`src/rtl/keypad_pkg.sv`:
```
// Shared types and helpers for the 4x4 keypad scan sequencer.
package keypad_pkg;

  typedef enum logic [1:0] {
    ST_SCAN,
    ST_DEBOUNCE,
    ST_PRESENT,
    ST_WAIT_RELEASE
  } state_e;

  localparam logic [3:0] COL_INIT = 4'b1000;

  function automatic logic [1:0] onehot2idx(input logic [3:0] v);
    logic [1:0] idx;
    case (v)
      4'b1000: idx = 2'd3;
      4'b0100: idx = 2'd2;
      4'b0010: idx = 2'd1;
      default: idx = 2'd0;
    endcase
    return idx;
  endfunction

  function automatic logic is_onehot(input logic [3:0] v);
    return (v != 4'b0000) && ((v & (v - 4'd1)) == 4'b0000);
  endfunction

endpackage

```
`src/rtl/keypad_stable_cnt.sv`:
```
// Saturating 8-bit stability counter; hit_o flags that this enabled cycle reaches target_i.
module keypad_stable_cnt (
  input  logic       clock,
  input  logic       reset,
  input  logic       clr_i,
  input  logic       en_i,
  input  logic [7:0] target_i,
  output logic       hit_o
);

  logic [7:0] count_q;
  logic [7:0] count_d;

  always_comb begin
    count_d = count_q;
    if (clr_i) begin
      count_d = 8'd0;
    end else if (en_i && (count_q != 8'hFF)) begin
      count_d = count_q + 8'd1;
    end
  end

  // NOTE: sequential state uses non-blocking assignments so every flop samples pre-edge values.
  always_ff @(posedge clock) begin
    if (reset) begin
      count_q <= 8'd0;
    end else begin
      count_q <= count_d;
    end
  end

  assign hit_o = en_i && (({1'b0, count_q} + 9'd1) >= {1'b0, target_i});

endmodule

```
`src/rtl/keypad_scan_sequencer.sv`:
```
// Column-strobe scanner with press/release debounce and a valid/ack key-code handshake.
module keypad_scan_sequencer
  import keypad_pkg::*;
#(
  parameter int DEBOUNCE_CYCLES = 4,
  parameter int SCAN_HOLD       = 1
) (
  input  logic       clock,
  input  logic       reset,
  input  logic [3:0] r3_r0,
  output logic [3:0] c3_c0,
  output logic [3:0] code,
  output logic       valid,
  input  logic       ack,
  output logic       busy
);

  // The one-hot sample that enters DEBOUNCE already counts as the first stable cycle,
  // so the press target is one less than the release target.
  localparam logic [7:0] PRESS_TARGET   = 8'(DEBOUNCE_CYCLES - 1);
  localparam logic [7:0] RELEASE_TARGET = 8'(DEBOUNCE_CYCLES);
  localparam logic [7:0] HOLD_LAST      = 8'(SCAN_HOLD - 1);

  state_e     state_q, state_d;
  logic [3:0] col_q, col_d;
  logic [7:0] hold_q, hold_d;
  logic [3:0] cand_q, cand_d;
  logic [3:0] code_q, code_d;

  logic       cnt_en;
  logic       cnt_zap;
  logic       cnt_clr;
  logic       cnt_hit;
  logic [7:0] cnt_target;
  logic [3:0] col_next;

  assign col_next   = {col_q[0], col_q[3:1]};
  assign cnt_target = (state_q == ST_DEBOUNCE) ? PRESS_TARGET : RELEASE_TARGET;

  // NOTE: every combinational output gets a default first so no path infers a latch.
  always_comb begin
    state_d = state_q;
    col_d   = col_q;
    hold_d  = 8'd0;
    cand_d  = cand_q;
    code_d  = code_q;
    cnt_en  = 1'b0;
    cnt_zap = 1'b0;
    case (state_q)
      ST_SCAN: begin
        if (hold_q >= HOLD_LAST) begin
          if (is_onehot(r3_r0)) begin
            cand_d  = r3_r0;
            state_d = ST_DEBOUNCE;
          end else begin
            col_d = col_next;
          end
        end else begin
          hold_d = hold_q + 8'd1;
        end
      end
      ST_DEBOUNCE: begin
        if (r3_r0 == cand_q) begin
          cnt_en = 1'b1;
          if (cnt_hit) begin
            code_d  = {onehot2idx(cand_q), onehot2idx(col_q)};
            state_d = ST_PRESENT;
          end
        end else begin
          state_d = ST_SCAN;
          col_d   = col_next;
        end
      end
      ST_PRESENT: begin
        if (ack) begin
          state_d = ST_WAIT_RELEASE;
        end
      end
      ST_WAIT_RELEASE: begin
        if (r3_r0 == 4'b0000) begin
          cnt_en = 1'b1;
          if (cnt_hit) begin
            state_d = ST_SCAN;
            col_d   = col_next;
          end
        end else begin
          cnt_zap = 1'b1;
        end
      end
      default: begin
        state_d = ST_SCAN;
        col_d   = COL_INIT;
      end
    endcase
  end

  // Counter restarts on every state change, and on any bounce while waiting for release.
  assign cnt_clr = (state_d != state_q) || cnt_zap;

  // NOTE: reset is synchronous, so it lives inside the clocked block and beats every transition.
  always_ff @(posedge clock) begin
    if (reset) begin
      state_q <= ST_SCAN;
      col_q   <= COL_INIT;
      hold_q  <= 8'd0;
      cand_q  <= 4'b0000;
      code_q  <= 4'b0000;
    end else begin
      state_q <= state_d;
      col_q   <= col_d;
      hold_q  <= hold_d;
      cand_q  <= cand_d;
      code_q  <= code_d;
    end
  end

  keypad_stable_cnt u_stable_cnt (
    .clock    (clock),
    .reset    (reset),
    .clr_i    (cnt_clr),
    .en_i     (cnt_en),
    .target_i (cnt_target),
    .hit_o    (cnt_hit)
  );

  assign c3_c0 = col_q;
  assign code  = code_q;
  assign valid = (state_q == ST_PRESENT);
  assign busy  = (state_q != ST_SCAN);

endmodule

```
`config.mk`:
```
export PLATFORM = sky130hd
export DESIGN_NAME = keypad_scan_sequencer
export DESIGN_NICKNAME = d
export VERILOG_FILES = /design/src/rtl/keypad_pkg.sv /design/src/rtl/keypad_stable_cnt.sv /design/src/rtl/keypad_scan_sequencer.sv
export SDC_FILE = /design/constraint.sdc
export NUM_CORES = 1
export LEC_CHECK = 0
export CORE_ASPECT_RATIO = 0.7
export CORE_MARGIN = 2
export CORE_UTILIZATION = 46
export DETAILED_ROUTE_END_ITERATION = 7
export PLACE_DENSITY = 0.68
export SLEW_MARGIN = 25
export SYNTH_ARGS = -nofsm -noshare
export SYNTH_HDL_FRONTEND = slang
export SYNTH_HIERARCHICAL = 1
export SYNTH_SLANG_ARGS = --single-unit
export TNS_END_PERCENT = 10
```
`constraint.sdc`:
```
create_clock -name clock -period 3.72 [get_ports clock]
set_clock_uncertainty 0.05 [all_clocks]
set_input_delay 0.372 -clock clock [delete_from_list [all_inputs] [get_ports clock]]
set_output_delay 0.372 -clock clock [all_outputs]
set_load 0.1 [all_outputs]
```
### After elaboration in Yosys (flattened, before gate mapping)

Cells that the tools add are included.

| storage, ports and cells | value |
|---|---|
| word-level logic and storage cells | 68 |
| bits of input ports | 7 |
| flip-flop bits (word level) | 30 |

| operators by class | value |
|---|---|
| bitwise operators | 2 |
| reduce and logical (&&, ||, !) cells | 15 |
| $add $sub $neg | 4 |
| equal/unequal tests | 17 |
| $lt $le $gt $ge | 2 |
| mux-type cells | 22 |

Operators by type and width:

| cell | number |
|---|---|
| two-way mux 4 bit | 5 |
| adder 8 x 1 -> 8 bit (second input constant) | 2 |
| two-way mux 2 bit | 7 |
| one-hot mux 2 bit (3 select lines) | 2 |
| one-hot mux 4 bit (3 select lines) | 1 |
| != test 2 bit (second input constant) | 5 |
| adder 8 x 1 -> 9 bit (second input constant) | 1 |
| greater-or-equal comparator 9 x 3 -> 1 bit | 1 |
| equality test 4 x 2 -> 1 bit (second input constant) | 2 |
| equality test 4 x 3 -> 1 bit (second input constant) | 2 |
| equality test 4 bit (second input constant) | 2 |
| greater-or-equal comparator 8 x 1 -> 1 bit (second input constant) | 1 |
| logical NOT 4 bit | 2 |
| != test 8 bit (second input constant) | 1 |
| one-hot mux 2 bit (4 select lines) | 1 |
| AND reduction 3 bit | 2 |
| AND reduction 6 bit | 1 |
| bitwise AND 4 bit | 1 |
| equality test 2 bit (second input constant) | 2 |
| equality test 4 bit | 1 |
| two-way mux 1 bit | 4 |
| nonzero test 4 bit | 1 |
| subtractor 4 x 1 -> 4 bit (second input constant) | 1 |
| logical AND 1 bit | 3 |
| 11 further kinds | 11 |

### Longest topological paths before layout

| depth | value |
|---|---|
| depth after elaboration | 10 |
| mapped depth | 15 |
| mapped depth without buffers | 14 |

### Modules after synthesis

Netlist, hierarchy kept.

By module, submodules not included:

| module | area an instance (um^2) | cells an instance | instances | seq. area each (um^2) |
|---|---|---|---|---|
| keypad_scan_sequencer | 763.2 | 88 | 1 | 280.3 |
| keypad_stable_cnt | 684.4 | 82 | 1 | 160.2 |

### Worst setup path after synthesis

No wires, ideal clock.

| path | value |
|---|---|
| path kind | reg-to-reg |
| start | register u_stable_cnt.count_q[0] |
| end | register u_stable_cnt.count_q[6] |
| slack | 461 ps |
| arrival | 3131 ps |
| setup time | 78 ps |
| data required time | 3592 ps |
| cell stages (with the launch flop) | 16 |
| path through | dfxtp_1 -> ha_1 -> nand2_1 -> nor2_1 -> xor2_1 -> ha_1 -> nand2_1 -> o21ai_0 -> a21oi_1 -> o21ai_0 -> a21bo_2 -> o21ai_1 -> o221a_2 -> or2_2 -> clkbuf_2 -> nor3_1 |

| between the ends | value |
|---|---|
| word-level cells in the longest chain between the ends | 9 |
| elaborated cells between the ends (all ways) | 14 |
| those cells by class | add/sub: 2; order compare: 1; eq/ne: 2; mux: 5; reduce/logical: 4 |

Ends and longest elaborated chain:

| element | line | RTL |
|---|---|---|
| start: declaration | keypad_stable_cnt.sv:11 | `logic [7:0] count_q;` |
| start signal: assignment | keypad_stable_cnt.sv:28 | `count_q <= count_d;` |
| adder 8 x 1 -> 9 bit * | keypad_stable_cnt.sv:32 | `assign hit_o = en_i && (({1'b0, count_q} + 9'd1) >= {1'b0, target_i});` |
| greater-or-equal comparator 9 x 3 -> 1 bit * | keypad_stable_cnt.sv:32 |  |
| logical AND 1 bit * | keypad_stable_cnt.sv:32 |  |
| net cnt_hit | keypad_scan_sequencer.sv:33 | `logic cnt_hit;` |
| two-way mux 2 bit (on tied branches) | keypad_scan_sequencer.sv:82, keypad_scan_sequencer.sv:65 |  |
| two-way mux 2 bit (on tied branches) | keypad_scan_sequencer.sv:80, keypad_scan_sequencer.sv:63 |  |
| one-hot mux 2 bit (4 select lines) * | keypad_scan_sequencer.sv:49 | `case (state_q)` |
| != test 2 bit * | keypad_scan_sequencer.sv:98 | `assign cnt_clr = (state_d != state_q) \|\| cnt_zap;` |
| logical OR 1 bit * | keypad_scan_sequencer.sv:98 |  |
| net cnt_clr | keypad_scan_sequencer.sv:32 | `logic cnt_clr;` |
| OR reduction 2 bit (no line) * | -- |  |

Mark *: on every way through the listed nets, which the timed path passes. The rest lies on a longest branch.
A chain may end at the register's enable or synchronous reset.

### Final worst setup path

Same ends and word-level chain as after synthesis.

==> metrics.cfg <==
[status]
outcome=completed

[yosys]
async_reset_ff_share_pct=0
synth-edff-count=0
ys_warn_count=6
synth_area_sq_um=1450
syn_avg_cell_area_sq_um=8.52
synth.distinct_cells=41
synth_flop_cell=dfxtp_1
netlist_instances=170
synth_seq_cells=22
ys_seq_area_share_pct=30.4

[die]
rows=16
core-area_sq_um=2900
dieHeight_microns=50.9
initial_core_util_pct=49.9
die_w_microns=71.1
io_pins=17
dieArea_sq_um=3620

[power_and_ir_drop]
p_seq_share_pct=46.8
swShare_pct=30.3
ir_drop_uv=267
leakage_uw=0.000736
switching_power_uw=165
clkPwrFrac_pct=32.3
p_comb_share_pct=20.9
cellInternalPower_uw=379
p_per_area_nw_per_um2=319

[sta]
setup_tns_ns=0
setup-violations-final=0
slew_headroom_pct=35.2
post-route-period-util_pct=93.6
finalHoldViolCount=0
slew_violations=0
tightest_slew_ns=0.969
grt_setup_unrepaired=no
min_period_ns=3.48
max_freq_mhz=287

[cts]
clockRootBuffer=clkbuf_8
clk_pin_slew_ns=0.09
ctsResizeCount=0
htree_levels=1
cts.sinks=22
tritoncts=built
clk_latency_ns=0.27
ctsHoldBuffers=0
cts_made_buffers=3
cts_setup_buffers=0
clk_path_buf_depth=2

[critical_path]
r2r_end=u_stable_cnt/count_q[6]
cp_max_fo=8
worst-setup-path-type=reg -> reg
r2r_slack_ns=0.24
worst_r2r_path_depth=14
slowest_delay_ns=0.44
required_ns=3.86
cp_data_arrival_time_ns=3.62
reg2reg_from=u_stable_cnt/count_q[0]
cp_slowest_cell=dfxtp_1
start_kind=flop
path_cells=ha_1 > nand2_1 > nor2_1 > xor2_1 > ha_1 > nand2_1 > o21ai_0 > a21oi_1 > o21ai_0 > a21bo_2 > o21ai_1 > o221a_2 > or2_2 > nor3_1
endpoint_kind=flop
startpoint=u_stable_cnt/count_q[0]
crit_path_end=u_stable_cnt/count_q[6]

[final_layout]
nets=209
area_delta_synth_final_pct=17.9
layout-drive-gt1-share_pct=9.90
fillerInstances=247
n_antenna_cell=0
fin_util_pct=58.8

[placement]
routabilityCongestion=0.867
hpwl_mm=2.37
io_buffers=16

[global_route]
grt_pass1_vias=1233
grt_pass1_wl_mm=5.51
antenna_found_initial=0
grt_usage_pct=19.2
grt_start_max_net_pins=18
grt-ovfl-total=0

[drt]
drtPass1Iterations=5
drt_iter0_drc=49
wire_per_inst_microns=14.0
wl_mm=3.20
avgViaCountPerCell=5.45
drc=0
ant_nets=0
num_vias=1242

[hold_path]
hold_class=reg -> reg

[job]
drv_cap=0

[worst min path at each step]
stage,depth (start not counted),start,slack (ns),endpoint
after floorplan,2,cand_q[0],0.43,cand_q[0]
after global placement,2,code[2],0.39,code[2]
after detailed placement,2,code[2],0.40,code[2]
after CTS,2,code[2],0.41,code[2]
after global routing,2,code[0],0.43,code[0]
final,2,code[2],0.40,code[2]
[cells in the mapped netlist, drive strengths merged (2+ instances only)]
master  count  area, sq um
and4b       2         20.0
xnor2       6         52.6
nand2b      6         37.5
clkbuf      4         27.5
a21oi      12         60.1
o31ai       2         28.8
nand3       5         42.5
dfxtp      22          440
o311ai      2         17.5
nand2      17         63.8
mux2i       8         80.1
inv         9         33.8
and3        3         20.0
nor2       19         71.3
or4         4         30.0
xor2       12          105
a211oi      2         15.0
nor3        6         45.0
ha          9          113
o21ai       5         25.0
nor2b       3         18.8
[power by group through the flow]
stage	Clock (uW)	Combinational (uW)	Sequential (uW)
floorplan	0	56.3	288
global placement	0	110	259
detailed placement	0	113	260
CTS	178	114	254
global route	187	122	256
finish	175	114	255
[cell usage in the layout, fill, tap and decap left out, types with 2 or more instances in the layout]
| master | instances |
|---|---|
| clkdlybuf4s50_1 | 16 |
| ha_1 | 9 |
| xnor2_1 | 6 |
| nand2b_1 | 6 |
| nor3_1 | 3 |
| nor2b_1 | 3 |
| or4_1 | 4 |
| o311ai_1 | 2 |
| inv_1 | 9 |
| buf_4 | 3 |
| dfxtp_1 | 22 |
| nand3_1 | 3 |
| mux2i_1 | 8 |
| and3_1 | 2 |
| and4b_1 | 2 |
| a21oi_1 | 12 |
| clkbuf_8 | 4 |
| xor2_1 | 12 |
| nor3_2 | 3 |
| conb_1 | 5 |
| nand2_1 | 17 |
| o21ai_0 | 4 |
| a211oi_1 | 2 |
| nor2_1 | 19 |
[registers in the layout, summed over array words and instances (netlist names)]
register	flops
state_q	2
c3_c0	4
code	4
u_stable_cnt/count_q	8
cand_q	4
[through the flow]
step / cell area (sq um) / hold slack [ns] / instances / total power, uW / setup slack (ns)
floorplan: 1460 / 0.434 / 174 / 344 / 0.461
global placement: 1650 / 0.388 / 224 / 369 / 0.456
detailed placement: 1650 / 0.397 / 224 / 372 / 0.321
CTS: 1710 / 0.408 / 228 / 546 / 0.311
global route: 1710 / 0.431 / 228 / 565 / 0.000324
finish: 1710 / 0.403 / 228 / 544 / 0.239
[critical path, delay by kind of cell, from the launching register on]
| family | cells | cell delay, ns |
|---|---|---|
| compound gates | 6 | 1.06 |
| flops | 1 | 0.44 |
| fa+ha+maj | 2 | 0.59 |
| xor+xnor | 1 | 0.12 |
| simple gates | 5 | 1.15 |
[kinds of logic after synthesis]
kind of cell | count (synthesis) | share of synthesized area (%)
multiplexers | 8 | 5.53
flip-flops | 22 | 30.4
XOR/XNOR | 18 | 10.9
AND/OR/NAND/NOR | 69 | 26.1
adder cells (fa/ha/maj) | 9 | 7.78
AO/OA/AOI/OAI | 29 | 14.0
buffers and inverters | 14 | 5.01
other | 1 | 0.259
[layer usage]
| metal | vias to the layer above | part of all wire [%] | GRT usage (%) |
|---|---|---|---|
| met5 | - | 0 | 0 |
| met4 | 0 | 0.97 | 4.40 |
| met3 | 4 | 4.8 | 4.54 |
| met2 | 33 | 45 | 32.6 |
| met1 | 571 | 50 | 25.0 |
| li1 | 634 | - | - |
[area by class of cell]
| class | count | area, sq um | share of cell area [%] |
|---|---|---|---|
| multi-input cells | 138 | 950 | 55.6 |
| flip-flops and latches | 22 | 440 | 25.8 |
| repair buffers | 19 | 183 | 10.7 |
| clock buffers | 4 | 55.1 | 3.23 |
| well taps | 36 | 45.0 | 2.64 |
| inverters | 9 | 33.8 | 1.98 |
Power figures use the tool's default switching activity.
